**src/rtl/branch_predict_unit.sv**
```systemverilog
// Direct-mapped branch target buffer with 2-bit counters and EX-stage resolution.
// Optional perf counters are enabled by defining BRANCH_PERF_CNT_EN.
module branch_predict_unit #(
  parameter int ENTRIES = 16
) (
  input  logic        clk,
  input  logic        rst,
  input  logic [31:0] PCF,
  output logic        PredTakenF,
  output logic [31:0] PredTargetF,
  input  logic        StallE,
  input  logic [2:0]  BranchTypeE,
  input  logic        BranchE,
  input  logic [31:0] PCE,
  input  logic [31:0] BrTargetE,
  input  logic        PredTakenE,
  input  logic [31:0] PredTargetE,
  output logic        MispredictE,
  output logic [31:0] RedirectPCE,
  output logic        FlushD,
  output logic        FlushE,
  output logic [31:0] BranchCount,
  output logic [31:0] MissCount
);

  localparam int IDXW = $clog2(ENTRIES);
  localparam int TAGW = 30 - IDXW;

  logic [ENTRIES-1:0] valid_q, valid_d;
  logic [TAGW-1:0]    tag_q [ENTRIES];
  logic [TAGW-1:0]    tag_d [ENTRIES];
  logic [31:0]        tgt_q [ENTRIES];
  logic [31:0]        tgt_d [ENTRIES];
  logic [1:0]         ctr_q [ENTRIES];
  logic [1:0]         ctr_d [ENTRIES];

  logic [IDXW-1:0] idx_f, idx_e;
  logic [TAGW-1:0] tag_f, tag_e;
  logic            hit_f, hit_e;
  logic            is_br, res, nobr_mis, mis_raw;
  logic            unused_bits;

  assign unused_bits = ^{PCF[1:0]};

  assign idx_f = PCF[IDXW+1:2];
  assign tag_f = PCF[31:IDXW+2];
  assign idx_e = PCE[IDXW+1:2];
  assign tag_e = PCE[31:IDXW+2];
  assign hit_f = valid_q[idx_f] && (tag_q[idx_f] == tag_f);
  assign hit_e = valid_q[idx_e] && (tag_q[idx_e] == tag_e);

  assign is_br    = (BranchTypeE >= 3'd1) && (BranchTypeE <= 3'd6);
  assign res      = !StallE && is_br;
  assign nobr_mis = !StallE && !is_br && PredTakenE;
  assign mis_raw  = (res && ((BranchE != PredTakenE) ||
                     (BranchE && PredTakenE && (PredTargetE != BrTargetE))))
                    || nobr_mis;

  assign PredTakenF  = !rst && hit_f && ctr_q[idx_f][1];
  assign PredTargetF = rst ? 32'd0 : tgt_q[idx_f];
  assign MispredictE = !rst && mis_raw;
  assign FlushD      = MispredictE;
  assign FlushE      = MispredictE;
  assign RedirectPCE = rst ? 32'd0 :
                       (res && BranchE) ? BrTargetE : PCE + 32'd4;

  always_comb begin
    valid_d = valid_q;
    tag_d   = tag_q;
    tgt_d   = tgt_q;
    ctr_d   = ctr_q;
    if (res) begin
      if (hit_e) begin
        if (BranchE) begin
          if (ctr_q[idx_e] != 2'b11) ctr_d[idx_e] = ctr_q[idx_e] + 2'd1;
          tgt_d[idx_e] = BrTargetE;
        end else if (ctr_q[idx_e] != 2'b00) begin
          ctr_d[idx_e] = ctr_q[idx_e] - 2'd1;
        end
      end else if (BranchE) begin
        valid_d[idx_e] = 1'b1;
        tag_d[idx_e]   = tag_e;
        tgt_d[idx_e]   = BrTargetE;
        ctr_d[idx_e]   = 2'b10;
      end
    end else if (nobr_mis && hit_e) begin
      valid_d[idx_e] = 1'b0;
    end
  end

  always_ff @(posedge clk or posedge rst) begin
    if (rst) begin
      valid_q <= '0;
      for (int i = 0; i < ENTRIES; i++) begin
        tag_q[i] <= '0;
        tgt_q[i] <= '0;
        ctr_q[i] <= 2'b01;
      end
    end else begin
      valid_q <= valid_d;
      tag_q   <= tag_d;
      tgt_q   <= tgt_d;
      ctr_q   <= ctr_d;
    end
  end

`ifdef BRANCH_PERF_CNT_EN
  logic [31:0] bcnt_q, bcnt_d, mcnt_q, mcnt_d;

  always_comb begin
    bcnt_d = bcnt_q + (res ? 32'd1 : 32'd0);
    mcnt_d = mcnt_q + (MispredictE ? 32'd1 : 32'd0);
  end

  always_ff @(posedge clk or posedge rst) begin
    if (rst) begin
      bcnt_q <= '0;
      mcnt_q <= '0;
    end else begin
      bcnt_q <= bcnt_d;
      mcnt_q <= mcnt_d;
    end
  end

  assign BranchCount = bcnt_q;
  assign MissCount   = mcnt_q;
`else
  assign BranchCount = 32'd0;
  assign MissCount   = 32'd0;
`endif

endmodule

```
**config.mk**
```make
export PLATFORM = sky130hd
export DESIGN_NAME = branch_predict_unit
export DESIGN_NICKNAME = d
export VERILOG_FILES = /design/src/rtl/branch_predict_unit.sv
export SDC_FILE = /design/constraint.sdc
export NUM_CORES = 2
export LEC_CHECK = 0
export BUFFER_PORTS_ARGS = -buffer_cell sky130_fd_sc_hd__buf_2
export CORE_UTILIZATION = 45
export CTS_BUF_LIST = sky130_fd_sc_hd__clkbuf_4 sky130_fd_sc_hd__clkbuf_8
export DETAILED_ROUTE_END_ITERATION = 12
export GPL_ROUTABILITY_DRIVEN = 0
export PLACE_DENSITY = 0.66
export RECOVER_POWER = 100
export SLEW_MARGIN = 30
export SYNTH_ARGS = -nofsm -noshare
export SYNTH_HDL_FRONTEND = slang
export SYNTH_SLANG_ARGS = --single-unit
```
**constraint.sdc**
```tcl
create_clock -name clk -period 62.3 [get_ports clk]
set_input_delay 6.23 -clock clk [delete_from_list [all_inputs] [get_ports clk]]
set_output_delay 6.23 -clock clk [all_outputs]
set_load 0.03 [all_outputs]
```
==> key figures <==
Clock network
  – Hold_buf cts: 0
  – Clock transition at path regs: 0.06 ns
  – Setup Fix Bufs, Post-CTS: 0
  – TritonCTS clock tree: yes
  – Longest Clk Path Bufs: 3
  – CTS H-tree depth: 4
  – Clock latency on the worst-skew pair: 0.84 ns
  – Clk sinks: 976
  – Post-CTS sizing: 0
  – CTS buffer count: 160
  – Clk Tree Root Cell: clkbuf_8

GRT
  – Global-route wire length before repair: 216000 microns
  – Largest net degree at the start of global routing: 164
  – Initial antenna violation count: 9
  – Congestion Overflow GR: 0
  – Vias in the first global route: 31800
  – GRT Total Usage: 0.259

Drt
  – Routed Antenna Nets: 0
  – Drt wl/cell: 28.5 microns
  – Drt drc: 0
  – Routed vias: 30800
  – Drt pass-1 iters: 5
  – Vias/cell: 6.07
  – WL final: around 140000 microns
  – Drt initial violations: 2411

Power and ir drop
  – Clock network power share: 0.341
  – Switching share of power: 0.274
  – Pint: 1.28 mW
  – Worst vdd ir: 0.0182 mV
  – Leakage: 24.2 nW
  – Pwr dens: 31.6 mW/mm^2
  – Reg power frac: 0.466
  – Switch Pwr: 0.480 mW
  – Comb pwr share: 0.193

Die
  – Ports: around 270
  – Core footprint: 0.111 sq mm
  – Floorplan row count: around 120
  – Die X: 338 microns
  – Initial Util: 0.456
  – Die H: 338 microns
  – Die area: 0.114 sq mm

Timing
  – Setup total negative slack: 0 ns
  – Minimum clock period: around 27 ns
  – Max Slew Vio Count: 2234
  – Max Clock Skew: roughly 0.023 ns
  – Final setup violation count: 0
  – Period utilization: 0.433
  – Final hold vios: 0
  – Relative slew slack: -4.44
  – Hold slack: about 0.5 ns
  – Fmax: about 37 MHz
  – Worst Max-Slew Pin Slew: 8.16 ns
  – RSZ-0062 raised after global routing: no

Setup path
  – Endpoint type of the worst setup path: output pin
  – Crit-path max cell delay: 4.42 ns
  – Worst Path Class, Setup: in2out
  – Reg-to-Reg Start: tag_q[129]
  – CP Launch Type: primary input
  – Worst r2r dst: tag_q[100]
  – Slowest cell on the critical path: clkbuf_1
  – Reg2Reg Depth: 11
  – CP max FO: roughly 120
  – Worst-path cell chain: buf_2, clkbuf_1, clkinvlp_2, clkbuf_1, clkbuf_1, clkbuf_1, and2_1, clkbuf_1
  – Critical Path AT: 20.77 ns
  – R2R Setup Slk: about 55 ns
  – CP most frequent cell: clkbuf_1
  – Required @ worst endpoint: about 56 ns

Layout
  – Total area of sequential cells: 0.0244 sq mm
  – # fillers: 9585
  – Area growth syn-to-layout: 9.53%
  – Share of layout cells above drive strength 1: 0.527
  – Multi-input logic area: about 0.024 sq mm
  – Nets: between 3000 and 4000

Hold path
  – Hold Path End: tgt_q[275]
  – HP Start: tgt_q[275]
  – Worst hold path class: reg2reg
  – Hold Path Stages: 1

Synth
  – Sequential area share after synthesis: 0.481
  – EDFF count, synth: 0
  – Synth unique cells: 62
  – Syn Inst Count: 3396
  – FF+latch count, synth: 976
  – Synth Cell Area: between 0.05 and 0.06 sq mm
  – Avg Cell Area, Syn: 14.9 sq um
  – Warnings from Yosys: 0
  – Async SR Flop Fraction: 1.00
  – Synth Flop Type: dfrtp_1

Run status
  – Failing checks: capacitance limit, slew limit
  – Outcome: finished with violations

Run
  – Max-cap violations: between 40 and 50

Placed design
  – Post-DP HPWL: approximately 85000 microns
  – I/O Buffers: 201
## per-layer routing
layer  share of wire  GRT usage  wire length, microns  up-vias
li1                -          -                     -    12700
met1            0.43      0.366                 62700    16700
met2            0.46      0.398                 67100     1131
met3           0.072     0.0570                 10500      236
met4           0.028     0.0835                  4050        4
met5         0.00026          0                    37        -
## sequential cells by signal, summed over array words and instances, names as in the netlist, named ones only
register  flops
ctr_q        32
tag_q       416
tgt_q       512
## cells in the mapped netlist (24+ instances only)
master / number / area share
dfrtp_1: 960 / 0.47
mux2_2: 951 / 0.21
mux4_2: 394 / 0.17
clkbuf_1: 219 / 0.016
buf_4: 84 / 0.012
xnor2_1: 62 / 0.011
buf_1: 56 / 0.0041
nor2_1: 50 / 0.0037
nand2_1: 48 / 0.0035
buf_2: 46 / 0.0045
xor2_1: 44 / 0.0076
mux2i_1: 43 / 0.0085
nand3_1: 42 / 0.0041
and2_1: 36 / 0.0044
a211oi_1: 30 / 0.0044
nand4_1: 28 / 0.0035
and3_1: 26 / 0.0032
buf_6: 26 / 0.0058
nor2b_1: 24 / 0.0030
## worst max-delay path: cells and delay by family
| family | cells | cell delay, ns |
|---|---|---|
| AND/OR/NAND/NOR | 1 | 0.48 |
| buffers and inverters | 7 | 13.84 |
## layout by cell type (no fill, tap or decap), types with 29 or more instances in the layout
| cell type | Yosys | routed |
|---|---|---|
| xor2_1 | 44 | 44 |
| xnor2_1 | 62 | 62 |
| clkbuf_4 | 0 | 61 |
| clkbuf_1 | 219 | 85 |
| nand3_1 | 42 | 42 |
| conb_1 | 1 | 64 |
| buf_4 | 84 | 29 |
| and2_0 | 3 | 31 |
| nand2_1 | 48 | 47 |
| nor2_1 | 50 | 50 |
| mux2i_1 | 43 | 43 |
| clkbuf_8 | 0 | 201 |
| a211oi_1 | 30 | 30 |
| dfrtp_1 | 960 | 960 |
| mux2_2 | 951 | 951 |
| mux4_2 | 394 | 394 |
| buf_2 | 46 | 155 |
## cell type report
cell class,count,area share
diodes,6,0.000270
clock buffers,262,0.0580
clock inverters,21,0.00371
inverters,13,0.000900
multi-input cells,2030,0.439
flip-flops and latches,976,0.440
well taps,1488,0.0335
repair buffers,275,0.0253
## stage by stage
| step | power (mW) | area (sq um) | util | cells | worst slack (ns) |
|---|---|---|---|---|---|
| after floorplan | 1.08 | 51000 | - | 3459 | 16.99 |
| after global placement | 1.16 | 52400 | 0.471 | 4779 | 44.93 |
| after detailed placement | 1.17 | 52500 | 0.471 | 4780 | 45.21 |
| after CTS | 1.77 | 55900 | 0.502 | 5063 | 45.20 |
| after global routing | 1.84 | 55600 | 0.500 | 5069 | 31.97 |
| final | 1.76 | 55600 | 0.500 | 5071 | 35.30 |
## worst max path at each step
| stage | start | to | slack (ns) | cells after the start |
|---|---|---|---|---|
| after floorplan | rst | async pin | 16.99 | 3 |
| after global placement | PCF[2] | PredTakenF | 44.93 | 10 |
| after detailed placement | PCF[2] | PredTakenF | 45.21 | 10 |
| after CTS | PCF[2] | PredTakenF | 45.20 | 10 |
| after global routing | rst | tag_q[54] | 31.97 | 7 |
| final | rst | PredTargetF[31] | 35.30 | 8 |
## power groups by stage
stage / sequential (mW) / combinational [mW] / clock (mW)
6_report: 0.818 / 0.339 / 0.599
5_1_grt: 0.832 / 0.364 / 0.640
4_1_cts: 0.816 / 0.342 / 0.610
3_5_place_dp: 0.826 / 0.342 / 0
3_3_place_gp: 0.821 / 0.334 / 0
2_1_floorplan: 0.807 / 0.274 / 0
## cell families (layout without fill, tap and decap cells)
logic type | Yosys count | in the layout | synth area share
compound gates | 147 | 147 | 0.0230
xor+xnor | 106 | 106 | 0.0183
fa+ha+maj | 7 | 7 | 0.00173
buf+inv | 453 | 571 | 0.0449
flops | 976 | 976 | 0.481
mux | 1410 | 1410 | 0.400
other cells | 1 | 70 | 0.0000739
simple gates | 296 | 296 | 0.0309
No activity file was read; power rests on OpenSTA's default activity.
